### config.mk
export PLATFORM = sky130hd
export DESIGN_NAME = if_fetch
export DESIGN_NICKNAME = d
export VERILOG_FILES = /design/src/rtl/if_fetch.sv
export SDC_FILE = /design/constraint.sdc
export NUM_CORES = 1
export LEC_CHECK = 0
export CAP_MARGIN = 20
export CORE_MARGIN = 1.5
export CORE_UTILIZATION = 45
export DETAILED_ROUTE_END_ITERATION = 6
export PLACE_DENSITY = 0.86
export SYNTH_ARGS = -nofsm -noshare
export SYNTH_HDL_FRONTEND = slang
export SYNTH_SLANG_ARGS = --single-unit
export TNS_END_PERCENT = 10
### constraint.sdc
create_clock -name clk -period 4.45 [get_ports clk]
set_input_delay 0.6675 -clock clk [delete_from_list [all_inputs] [get_ports clk]]
set_output_delay 0.6675 -clock clk [all_outputs]
set_load 0.01 [all_outputs]
### src/rtl/if_fetch.sv
// Instruction fetch stage: fetches one word per instruction and presents it
// to the IF/ID register until the pipeline consumes it.
//
// Ports:
//   clk               rising-edge clock
//   reset             asynchronous active-low reset
//   hazard            1 = IF/ID holds, presented instruction not consumed
//   IF_flush          1 = discard current fetch, restart at branchTarget
//   branchTarget      redirect address (low two bits forced to zero)
//   imemReq/imemAddr  instruction-memory request and word address
//   imemAck/imemData  memory response, data valid when imemAck=1
//   pcOutput          PC+4 of the presented instruction (0 when none)
//   instructionOutput presented instruction (0 / NOP when none)
//   fetchValid        1 = outputs hold a fetched instruction
module if_fetch #(
    parameter logic [31:0] RESET_PC = 32'h0000_0000
) (
    input  logic        clk,
    input  logic        reset,
    input  logic        hazard,
    input  logic        IF_flush,
    input  logic [31:0] branchTarget,
    output logic        imemReq,
    output logic [31:0] imemAddr,
    input  logic        imemAck,
    input  logic [31:0] imemData,
    output logic [31:0] pcOutput,
    output logic [31:0] instructionOutput,
    output logic        fetchValid
);

    typedef enum logic {
        FETCH = 1'b0,
        VALID = 1'b1
    } state_t;

    state_t      state;
    state_t      state_next;
    logic [31:0] pc;
    logic [31:0] instrBuf;

    // State register.
    always_ff @(posedge clk or negedge reset) begin
        if (!reset) begin
            state <= FETCH;
        end else begin
            state <= state_next;
        end
    end

    // Next-state logic; a flush overrides both ack and hazard.
    always_comb begin
        state_next = state;
        if (IF_flush) begin
            state_next = FETCH;
        end else begin
            unique case (state)
                FETCH: if (imemAck) state_next = VALID;
                VALID: if (!hazard) state_next = FETCH;
                default: state_next = FETCH;
            endcase
        end
    end

    // Datapath: pc only advances when a valid instruction is consumed,
    // so a NOP captured by IF/ID during FETCH never skips a word.
    always_ff @(posedge clk or negedge reset) begin
        if (!reset) begin
            pc       <= RESET_PC;
            instrBuf <= '0;
        end else if (IF_flush) begin
            pc       <= {branchTarget[31:2], 2'b00};
            instrBuf <= '0;
        end else if (state == FETCH) begin
            if (imemAck) begin
                instrBuf <= imemData;
            end
        end else if (!hazard) begin
            pc <= pc + 32'd4;
        end
    end

    // Outputs are decoded from registered state only.
    always_comb begin
        imemReq           = 1'b1;
        imemAddr          = pc;
        fetchValid        = 1'b0;
        instructionOutput = '0;
        pcOutput          = '0;
        if (state == VALID) begin
            imemReq           = 1'b0;
            fetchValid        = 1'b1;
            instructionOutput = instrBuf;
            pcOutput          = pc + 32'd4;
        end
    end

endmodule

After elaboration in Yosys (flattened, before gate mapping)
Index checks and enable logic that the tools add are counted.
{"block": "op_classes", "eq_ne": 2, "n_bitwise": 1, "muxes": 14, "add_sub_neg": 1, "n_reduce_logical": 4}
{"operator": "$mux W32", "count": 8}
{"operator": "$add A32 B3 Y32 const B", "count": 1}
{"operator": "$mux W1", "count": 5}
{"operator": "$reduce_and A2 Y1", "count": 2}
{"operator": "$reduce_bool A2 Y1", "count": 2}
{"operator": "$ne A2 B1 Y1 const B", "count": 1}
{"operator": "$ne A2 B2 Y1 const B", "count": 1}
{"operator": "$pmux W1 S2", "count": 1}
{"operator": "$not A1 Y1", "count": 1}
{"block": "word_totals", "ff_bits": 65, "word_cells": 25, "input_bits": 69, "output_inout_bits": 98}

Longest topological paths before layout
{"block": "logic_depth", "word_depth": 4, "ltp_mapped": 8, "ltp_nobuf": 6}

Worst setup path after synthesis
OpenSTA, ideal clock, no wires.
{"block": "synth_timing", "path_type": "register -> output", "start": "register pc[2], in the netlist imemAddr[2]", "end": "output port pcOutput[20]", "slack_ps": 2016, "path_stages_with_launch": 7, "path_buffers": 1, "required_ps": 3783, "arrival_ps": 1766, "path_cell_list": "dfrtp_1 -> ha_1 -> and3_1 -> nand3_1 -> buf_2 -> or3_1 -> a21oi_1"}
{"block": "synth_between", "elab_chain_len": 2}
{"element": "start: declaration", "line": "39", "source": "logic [31:0] pc;"}
{"element": "start signal: assignment", "line": "72", "source": "pc <= {branchTarget[31:2], 2'b00};"}
{"element": "start signal: assignment", "line": "79", "source": "pc <= pc + 32'd4;"}
{"element": "$add A32 B3 Y32", "line": "94", "source": "pcOutput = pc + 32'd4;"}
{"element": "$mux W32", "line": "90", "source": "if (state == VALID) begin"}
{"element": "end: declaration", "line": "27", "source": "output logic [31:0] pcOutput,"}
Every way passes these cells.

Worst setup path in the final report
Ends and elaborated chain as after synthesis.

==> out/metrics.yaml <==
vdd_ir_drop_max_mv: 0.142
slew_violations: 0
avgSynthCellArea_um2: 9.01
synthFlopType: "dfrtp_1"
synth_most_common_cell: "dfrtp_1"
gp_congestion: 0.866
yosysTopAreaCellShare_pct: 42.4
timing.rr.start: "state"
leakage_nw: 2.17
nNetsFinal: 627
setup_viol: 0
core_area_um2: 7850
fin_setup_tns_ns: 0
path_max_fanout: 11
fp.dieH_um: 94.0
r2r_cells: 6
fmax_ghz: 0.278
hp-class: "reg -> reg"
ys_seq_elements: 63
run_status: "completed"
numPortBuffers: 160
synth_common_cells: "63 x dfrtp_1, 55 x nand2_1, 36 x and2_1, 36 x xnor2_1"
grt_pass1_vias: 3551
dpl.hpwl_mm: 7.69
whs_ns: 0.499
placed_cells: 648
final_cells: 663
r2r_end: "imemAddr[27]"
initial_core_util_pct: 47.4
rsz0062_at_grt: "false"
cts_resized: 0
wl_per_cell_um: 16.3
finClkSkew_ns: 0.00949
critPathKind: "reg -> out"
vias: 3545
synth.distinct_cells: 35
antenna_found_initial: 0
area_delta_synth_final_pct: 49.8
maxCapViolations: 0
cts-hold-fix-buffers: 0
overflow: 0
crit_required_ns: 3.78
worstHoldStart: "instrBuf[15]"
rows: 32
critPathLaunchType: "flip-flop"
postRouteAntennaNets: 0
wl_mm: 10.8
cts_made_buffers: 9
grt_max_degree: 64
final_layout_size_suffix_gt1_share_pct: 6.24
netlist_instances: 413
min_path_cells: 1
ctsLongestPathBuffers: 2
route.detailed.drc: 0
synth.cell_area_um2: 3720
hold_end: "instrBuf[15]"
cts_tree: "yes"
clockRootBuffer: "clkbuf_8"
slew_headroom_pct: 30.8
drt_pass1_iterations: 4
ys_seq_area_share_pct: 42.4
end_kind: "primary output"
ys_top_cells_by_area: "dfrtp_1 42%, xnor2_1 8.5%, a22o_1 7.5%"
postCtsSetupRepairBufs: 0
die-area_um2: 8830
min_period_ns: 3.60
grt_pass1_wl_mm: 17.7
yosysTopAreaCell: "dfrtp_1"
cp.arrival_ns: 2.93
synth-edff-count: 0
clkSinkCount: 63
ys_warn_count: 0
vias_per_cell: 5.35
diodes: 0
hold_viol: 0
ff2ff_setup_slack_ns: 1.92
clk_pin_slew_ns: 0.07
period_share_pct: 80.9
async_reset_ff_share_pct: 100
track_usage_pct: 25.7
drt_iter0_drc: 133
clk_latency_ns: 0.34
die_w_um: 94.0
h-tree-depth: 3
power_density_nw_per_um2: 285
worstMarginPinSlew_ns: 1.04
ioPinCount: 167
critical path: stages (launching register included):
cell and delay (ns):
dfrtp_1 0.48, ha_1 0.29, and3_1 0.22, nand3_1 0.36, or3_1 0.48, a21oi_1 0.18
clkdlybuf4s50_1 0.58
placed cells by master (no fill, tap or decap), types with 9 or more instances in the layout:
cell,n
nor3_1,16
and2_1,36
o21ai_0,24
nor2_1,31
o21ai_1,9
xor2_1,18
clkbuf_8,12
clkdlybuf4s50_1,158
nand2_1,55
dfrtp_1,63
a22o_1,32
nand3_1,11
xnor2_1,36
how the worst max path moves through the flow:
stage	end	from	slack, ns	cells past startpoint
floorplan	pcOutput[20]	imemAddr[2]	2.02	6
global placement	pcOutput[20]	imemAddr[2]	1.27	6
detailed placement	pcOutput[20]	imemAddr[2]	1.25	6
CTS	pcOutput[20]	imemAddr[2]	0.87	6
global route	pcOutput[20]	imemAddr[2]	0.66	6
finish	pcOutput[20]	imemAddr[2]	0.85	6
power breakdown:
group / internal [mW] / switching, mW / total [mW] / leakage, nW
logic: 0.193 / 0.146 / 0.339 / 1.25
clock network: 0.357 / 0.218 / 0.575 / 0.118
registers: 0.616 / 0.0600 / 0.676 / 0.807
total: 1.17 / 0.424 / 1.59 / 2.17
routing by layer:
| layer | global-route usage [%] | vias to the layer above | routed length, um |
|---|---|---|---|
| li1 | - | 1682 | - |
| met3 | 6.23 | 16 | 989 |
| met5 | 0 | - | 0 |
| met2 | 42.8 | 180 | 5280 |
| met4 | 10.2 | 0 | 184 |
| met1 | 31.9 | 1667 | 4360 |
layout make-up:
| type | instances | area (um^2) |
|---|---|---|
| clock buffers | 12 | 165 |
| flip-flops and latches | 63 | 1580 |
| clock inverters | 3 | 65.1 |
| multi-input cells | 317 | 1990 |
| repair buffers | 164 | 1640 |
| fillers | 603 | 2270 |
| inverters | 2 | 7.51 |
| well taps | 102 | 128 |
sequential cells by signal (all words and copies together) (netlist names):
name and count:
imemAddr 30, instrBuf 32, state 1
kinds of logic (layout without fill, tap and decap cells):
| group | count (synthesis) | in the layout | synth area share, % |
|---|---|---|---|
| other | 1 | 4 | 0.101 |
| adder cells (fa/ha/maj) | 1 | 1 | 0.336 |
| AND/OR/NAND/NOR | 187 | 187 | 27.0 |
| AO/OA/AOI/OAI | 70 | 70 | 12.6 |
| flip-flops | 63 | 63 | 42.4 |
| XOR/XNOR | 54 | 54 | 12.7 |
| multiplexers | 1 | 1 | 0.269 |
| buffers and inverters | 36 | 181 | 4.61 |
metrics by stage:
| stage | power [mW] | cell area (um^2) | util, % | setup WS (ns) |
|---|---|---|---|---|
| finish | 1.59 | 5580 | 71.0 | 0.852 |
| global route | 1.66 | 5580 | 71.0 | 0.655 |
| CTS | 1.60 | 5580 | 71.0 | 0.867 |
| detailed placement | 1.02 | 5350 | 68.1 | 1.25 |
| global placement | 1.01 | 5320 | 67.8 | 1.27 |
| floorplan | 0.823 | 3730 | - | 2.02 |
(Power assumes the default switching activity.)
